File: src/rtl/tetris_pkg.sv
// -----------------------------------------------------------------------------
// tetris_pkg -- shared definitions for the Tetris playfield.
//
// Contents:
//   ROWS_DEFAULT / COLS_DEFAULT : default playfield size in cells
//   LINES_MAX                   : saturation value of the cleared-line counter
//   state_t                     : board FSM states (IDLE, SCAN)
//   lock_hit()                  : true when a cell index lies under a 2-wide
//                                 piece footprint starting at 'anchor'
// -----------------------------------------------------------------------------
package tetris_pkg;

   localparam int ROWS_DEFAULT = 20;
   localparam int COLS_DEFAULT = 10;
   localparam int LINES_MAX    = 255;

   typedef enum logic {
      IDLE = 1'b0,
      SCAN = 1'b1
   } state_t;

   // The piece is a 2x2 square, so along either axis it covers anchor and
   // anchor+1. Cells past the board edge are never asked about, which is what
   // makes clipping free in the caller.
   function automatic logic lock_hit(input int idx, input int anchor);
      return (idx == anchor) || (idx == anchor + 1);
   endfunction

endpackage : tetris_pkg

File: src/rtl/tetris_row_full.sv
// -----------------------------------------------------------------------------
// tetris_row_full -- reports whether one playfield row is completely occupied.
//
// Ports:
//   row  [COLS-1:0] in  : occupancy bits of the row under test
//   full            out : 1 when every cell of the row is occupied
// -----------------------------------------------------------------------------
module tetris_row_full
   import tetris_pkg::*;
#(
   parameter int COLS = COLS_DEFAULT
) (
   input  logic [COLS-1:0] row,
   output logic            full
);

   assign full = &row;

endmodule : tetris_row_full

File: src/rtl/tetris_board.sv
// -----------------------------------------------------------------------------
// tetris_board -- playfield occupancy store with 2x2 piece locking and
// row-by-row line clearing.
//
// Ports:
//   frame_clk                  in  : clock, all state changes on rising edge
//   Reset                      in  : asynchronous active-high reset
//   stuck                      in  : lock request from the piece controller
//   BallGridX [3:0]            in  : piece anchor column (top-left cell)
//   BallGridY [4:0]            in  : piece anchor row (row 0 = top)
//   grid [ROWS-1:0][COLS-1:0]  out : occupancy, grid[row][col], 1 = occupied
//   busy                       out : board is not IDLE
//   lines_cleared [7:0]        out : total rows removed, saturates at 255
//   game_over                  out : sticky stack-overflow flag
//
// Configuration:
//   TETRIS_LINE_CLEAR_EN  defined   : after a lock the board scans bottom-up,
//                                     removing full rows (busy ROWS + F cycles).
//                         undefined : a lock returns to IDLE on the next edge,
//                                     rows are never removed, lines_cleared = 0.
// -----------------------------------------------------------------------------
module tetris_board
   import tetris_pkg::*;
#(
   parameter int ROWS = ROWS_DEFAULT,
   parameter int COLS = COLS_DEFAULT
) (
   input  logic                       frame_clk,
   input  logic                       Reset,
   input  logic                       stuck,
   input  logic [3:0]                 BallGridX,
   input  logic [4:0]                 BallGridY,
   output logic [ROWS-1:0][COLS-1:0]  grid,
   output logic                       busy,
   output logic [7:0]                 lines_cleared,
   output logic                       game_over
);

   state_t                      state_q, state_d;
   logic [ROWS-1:0][COLS-1:0]   grid_q, grid_d;
   logic                        game_over_q, game_over_d;

`ifdef TETRIS_LINE_CLEAR_EN
   localparam int             RW    = (ROWS > 1) ? $clog2(ROWS) : 1;
   localparam logic [RW-1:0]  R_TOP = RW'(ROWS - 1);

   logic [RW-1:0]  r_q, r_d;
   logic [7:0]     lines_q, lines_d;
   logic           row_full;

   tetris_row_full #(
      .COLS (COLS)
   ) u_row_full (
      .row  (grid_q[r_q]),
      .full (row_full)
   );
`endif

   always_comb begin
      // NOTE: every signal assigned here gets its hold value first; a path
      // that skipped an assignment would otherwise infer a latch.
      state_d     = state_q;
      grid_d      = grid_q;
      game_over_d = game_over_q;
`ifdef TETRIS_LINE_CLEAR_EN
      r_d         = r_q;
      lines_d     = lines_q;
`endif

      case (state_q)
         IDLE: begin
            if (stuck && !game_over_q) begin
               // Walk only in-bounds cells, so footprint cells past the right
               // or bottom edge are simply never written.
               for (int r = 0; r < ROWS; r++) begin
                  for (int c = 0; c < COLS; c++) begin
                     if (lock_hit(r, int'(BallGridY)) && lock_hit(c, int'(BallGridX))) begin
                        if (grid_q[r][c]) begin
                           game_over_d = 1'b1;
                        end
                        grid_d[r][c] = 1'b1;
                     end
                  end
               end
               // A piece locking on the top row means the stack reached it.
               if (BallGridY == '0) begin
                  game_over_d = 1'b1;
               end
`ifdef TETRIS_LINE_CLEAR_EN
               r_d = R_TOP;
`endif
               state_d = SCAN;
            end
         end

         SCAN: begin
`ifdef TETRIS_LINE_CLEAR_EN
            if (row_full) begin
               // Drop everything above r by one row; r stays put so the row
               // that just fell into place is tested on the next edge.
               for (int k = 1; k < ROWS; k++) begin
                  if (k <= int'(r_q)) begin
                     grid_d[k] = grid_q[k-1];
                  end
               end
               grid_d[0] = '0;
               if (lines_q != 8'(LINES_MAX)) begin
                  lines_d = lines_q + 8'd1;
               end
            end else if (r_q == '0) begin
               state_d = IDLE;
            end else begin
               r_d = r_q - RW'(1);
            end
`else
            state_d = IDLE;
`endif
         end

         default: state_d = IDLE;
      endcase
   end

   // NOTE: state uses non-blocking assignments so every flop samples the
   // pre-edge values computed above, independent of statement order.
   always_ff @(posedge frame_clk or posedge Reset) begin
      if (Reset) begin
         // NOTE: the grid is a flop array visible on the ports, so it is
         // reset like any other state rather than left as uninitialised memory.
         grid_q      <= '0;
         state_q     <= IDLE;
         game_over_q <= 1'b0;
`ifdef TETRIS_LINE_CLEAR_EN
         r_q         <= R_TOP;
         lines_q     <= '0;
`endif
      end else begin
         grid_q      <= grid_d;
         state_q     <= state_d;
         game_over_q <= game_over_d;
`ifdef TETRIS_LINE_CLEAR_EN
         r_q         <= r_d;
         lines_q     <= lines_d;
`endif
      end
   end

   assign grid      = grid_q;
   assign busy      = (state_q != IDLE);
   assign game_over = game_over_q;
`ifdef TETRIS_LINE_CLEAR_EN
   assign lines_cleared = lines_q;
`else
   assign lines_cleared = 8'd0;
`endif

endmodule : tetris_board

File: config.mk
export PLATFORM = sky130hd
export DESIGN_NAME = tetris_board
export DESIGN_NICKNAME = d
export VERILOG_FILES = /design/src/rtl/tetris_pkg.sv /design/src/rtl/tetris_row_full.sv /design/src/rtl/tetris_board.sv
export SDC_FILE = /design/constraint.sdc
export NUM_CORES = 1
export LEC_CHECK = 0
export CORE_UTILIZATION = 45
export CTS_CLUSTER_DIAMETER = 120
export DETAILED_ROUTE_END_ITERATION = 12
export MAX_ROUTING_LAYER = met4
export PLACE_DENSITY = 0.76
export SLEW_MARGIN = 0
export SYNTH_ARGS = -nofsm -noshare
export SYNTH_HDL_FRONTEND = slang
export SYNTH_SLANG_ARGS = --single-unit
File: constraint.sdc
create_clock -name frame_clk -period 6.6 [get_ports frame_clk]
set_input_delay 0.99 -clock frame_clk [delete_from_list [all_inputs] [get_ports frame_clk]]
set_output_delay 0.99 -clock frame_clk [all_outputs]
set_load 0.05 [all_outputs]
Yosys cells after proc, flatten, opt, wreduce, memory -nomap -nowiden. Index checks and enable logic that the tools add are counted. Widths: inputs -> output; s select.

Register bits: 202. Bits of input ports: 12.

$add $sub $neg: 2. Eq/ne operators: 56. Mux-type cells: 663. Bitwise logic cells: 1. Reductions and logical operators: 438.

Operators with widths (count): $mux 1 (662); $reduce_and 3->1 (200); $eq 5x32->1 const A (9); $eq 4x32->1 const A (8); $logic_and 1x1->1 (201); $eq 3x32->1 const A (4); $eq 6x32->1 const A (3); $eq 2x32->1 const A (2); $logic_not 32->1 (2); $eq 5x5->1 const A (12); $logic_or 1x1->1 (30); $eq 4x5->1 const A (5); $eq 4x4->1 const A (6); $eq 3x5->1 const A (2); $logic_not 5->1 (2); $eq 3x4->1 const A (2); $add 5x1->6 const B (1); $eq 5x6->1 const A (1); $add 4x1->5 const B (1); $eq 2x5->1 const A (1); $eq 2x4->1 const A (1); $logic_not 4->1 (1); $pmux 1 s2 (1); $reduce_and 2->1 (1); 2 further kinds (2).

Depth between registers and ports, before layout.
Depth after elaboration: 664. Gate-level depth with buffers: 12. Gate-level depth less buffers: 9.

Least setup slack after synthesis. No wires, ideal clock.

Path kind: input -> register. Start point: in BallGridY[3]. End point: reg game_over_q (netlist: game_over). Data arrival time: 3.335 ns. Setup slack: 3.120 ns. Stages on the path: 11. Path through: buf_2 > and4_1 > ha_1 > nand2b_1 > clkbuf_1 > a21boi_1 > a22oi_1 > o22ai_1 > or4_1 > nor4_1 > a41oi_1.

RTL lines: start: declaration (RTL line tetris_board.sv:32) `input logic [4:0] BallGridY,`; end signal: assignment (RTL line tetris_board.sv:140) `game_over_q <= game_over_d;`; end: declaration (RTL line tetris_board.sv:41) `logic game_over_q, game_over_d;`.

==> summary.md <==
| Metric | Value |
|---|---|
| NetSw | ~1.5 mW |
| Die area | 20,700 µm² |
| Post-synth EDFFs | 0 |
| Clock share of power | between 30% and 40% |
| Share of the yosys chip area belonging to registers | a little under three fifths |
| Synth unique cells | 71 |
| Syn avg cell area | around 11 µm² |
| # nets final | 1,015 |
| Post-synthesis mux area share | about 2.4% |
| Max FO, Critical Path | 32 |
| Die width | 144 µm |
| Synth area leader | dfrtp_1 |
| Max Slew Vio Count | 0 |
| Die Ht | between 100 and 150 µm |
| Final ANT Viol Nets | 0 |
| Final Skew | about 0.019 ns |
| Tmin final | around 4.5 ns |
| Core Rows | around 50 |
| # DRC | 0 |
| Setup TNS | 0 ns |
| Max_cap viols | 0 |
| RSZ-0062 raised after global routing | no |
| Post-CTS Hold Buffers | 0 |
| Post-synthesis compound-gate area fraction | about 29% |
| Initial antenna violation count | 0 |
| Main combinational cell family by area after synthesis | compound AO/OA/AOI/OAI gates |
| Area of the core | ~20,000 µm² |
| Ys Warns | 0 |
| Clock Pin Slew Worst Setup and Hold Paths | approximately 0.070 ns |
| Critical path endpoint category | flip-flop |
| Drt pass-1 iters | 5 |
| Largest net degree at the start of global routing | between 150 and 200 |
| Sequential share of power | about two fifths |
| Yosys reg bits | 202 |
| Non-filler instance count after layout | 1,281 |
| Area grow syn2layout | 34.5% |
| Final Hold Viols | 0 |
| Rel. slew slack | around 18% |
| CP Launch Type | primary input |
| Initial DRC count | 902 |
| First-pass GRT wire length | roughly 56 mm |
| Hpwl dp | about 28 mm |
| Final core occ | around 62% |
| Final wirelength | about 39 mm |
| Detailed-route vias per instance | between 6 and 7 |
| Internal power | between 2 and 2.5 mW |
| # clock sinks | 202 |
| Critical Path RT | slightly below 7 ns |
| Post-synthesis instance area | 9080 µm² |
| Dpl cells | about 1,200 |
| Final period util | a little under 70% |
| Synth Area in Simple Gates | 8.46% |
| Ys flop type | dfrtp_1 |
| Post-CTS Resized | 0 |
| H-tree Lvls | 1 |
| Pwr dens | around 330 nW/µm² |
| Worst slew pin tran | 1.22 ns |
| Layout cell share with drive strength beyond 1 | between 8 and 9% |
| Synth Area in Adders | less than 1% |
| CTS tree | done |
| Overall Power | slightly below 4 mW |
| Worst endpoint data arrival time | ~5 ns |
| Cells after Synth | 796 |
| # IOs | 222 |
| Largest cells by area after synthesis | dfrtp_1 56%, a21o_1 10%, o21bai_1 6.0% |
| Reg2Reg Depth | 6 |
| Fmax | approximately 220 MHz |
| Setup-failing EPs final | 0 |
| CTS Buffer Depth | 3 |
| WHS Path Cells | 1 |
| Num CTS Buffers | 22 |
| Vias | 8,441 |
| Clk_lat worst skew | roughly 0.51 ns |
| # Post-CTS Setup Buffers | 0 |
| Final GP Congestion | between 0.9 and 1 |
| Worst VDD drop | 0.000222 V |
| FFs w/ async S/R, synth | 100% |
| Port Buf Inserts | around 210 |
| Logic pwr share | 30.3% |
| Post-Synth XOR/XNOR Area | less than 1% |
| Most common cell after layout, fill and taps aside | clkdlybuf4s50_1 |
| Hold Path Class | flip-flop to flip-flop |
| Sw Share | 37.4% |
| Setup Crit Path Kind | primary input to flip-flop |
| Global-route congestion overflow total | 0 |
| Reg2reg setup slack | about 4.1 ns |
| Initial Utilization | between 40% and 50% |
| GRT Total Usage | between 30% and 40% |
| Vias in the first global route | around 7,900 |
| Pleak | 6.06 nW |
| Root Buffer | clkbuf_16 |
| Most frequent cells in the layout | 213 x clkdlybuf4s50_1, 202 x dfrtp_1, 125 x a21o_1 |
| Yosys top cell area share | ~56% |
| Status | complete, no violations |
| Routed length per instance | slightly above 30 µm |
logic make-up (layout without fill, tap and decap cells):
group | after synthesis | after routing
compound gates | 357 | 357
xor+xnor | 1 | 1
fa+ha+maj | 1 | 1
buf+inv | 78 | 290
flops | 202 | 202
mux | 20 | 20
other cells | 1 | 9
simple gates | 136 | 136
metal layers:
metal | up-vias | GRT usage (%) | wire length (µm)
li1 | 3415 | - | -
met1 | 4307 | 55.8 | 16300
met2 | 611 | 57.2 | 17200
met3 | 108 | 6.49 | 3810
met4 | 0 | 12.9 | 1440
met5 | - | - | 0
layout make-up:
cell class                      count  area [µm²]
Antenna cell                        1        2.50
Clock buffer                       31         646
Clock inverter                      6        60.1
Fill cell                        1607        7380
Inverter                           11        48.8
Multi-Input combinational cell    523        3720
Sequential cell                   202        5050
Tap cell                          265         332
Timing Repair Buffer              242        2350
stage by stage:
step                      setup WS (ns)  hold slack [ns]  area, µm²
final                              2.08            0.480      12200
after global routing               1.92            0.503      12200
after CTS                          2.18            0.480      12200
after detailed placement           1.70            0.468      11500
after global placement             1.76            0.461      11500
after floorplan                  0.0993            0.774       9100
state kept, by name, summed over array words and instances (netlist names):
signal / count
grid: 200
busy: 1
game_over: 1
Yosys cell counts, types with 3 or more instances:
master,n
dfrtp_1,202
nor3b_1,7
or3b_2,3
a222oi_1,6
mux2i_1,12
a21o_1,125
nor2_1,20
a22oi_1,29
nand2b_1,4
o221ai_1,3
clkbuf_1,43
or3_1,3
o2bb2ai_1,4
o21bai_1,72
nand4_1,3
a32oi_1,7
nand3b_1,4
o32ai_1,5
mux2_2,7
o22ai_1,16
a221oi_1,4
a32o_1,3
a21oi_1,19
o21ai_0,21
nor4b_1,3
and3b_1,3
inv_1,11
a211oi_1,3
nand2_1,35
buf_4,9
nor4_1,8
and2_1,5
a21boi_1,3
a22o_1,11
and3_1,7
buf_2,10
nand3_1,11
and4b_1,3
nor2b_1,7
o211a_1,3
worst paths after layout:
| kind | from | end |
|---|---|---|
| setup / recovery | BallGridY[1] | game_over$_DFFE_PP0P_ |
| max in group asynchronous | Reset | grid[120]$_DFFE_PP0P_ |
| setup reg to reg | game_over$_DFFE_PP0P_ | grid[10]$_DFFE_PP0P_ |
| hold reg to reg | grid[98]$_DFFE_PP0P_ | grid[98]$_DFFE_PP0P_ |
| min in group asynchronous | Reset | grid[16]$_DFFE_PP0P_ |
| hold / removal | grid[98]$_DFFE_PP0P_ | grid[98]$_DFFE_PP0P_ |
worst max-delay path, stage by stage:
cell and delay (ns):
clkdlybuf4s50_1 0.45, buf_4 0.31, and4_1 0.30, ha_1 0.32, nor2b_1 0.33, o211ai_1 0.70, o22ai_1 0.27, nor4_1 0.40
nand4_1 0.18, nor4_1 0.45, a41oi_1 0.18
power by group through the flow:
stage / combinational (mW) / clock (mW) / sequential (mW)
detailed placement: 1.20 / 0 / 1.57
finish: 1.20 / 1.21 / 1.55
CTS: 1.20 / 1.21 / 1.55
global route: 1.25 / 1.27 / 1.57
floorplan: 0.256 / 0 / 2.03
global placement: 1.19 / 0 / 1.57
No activity file was read; power rests on OpenSTA's default activity.
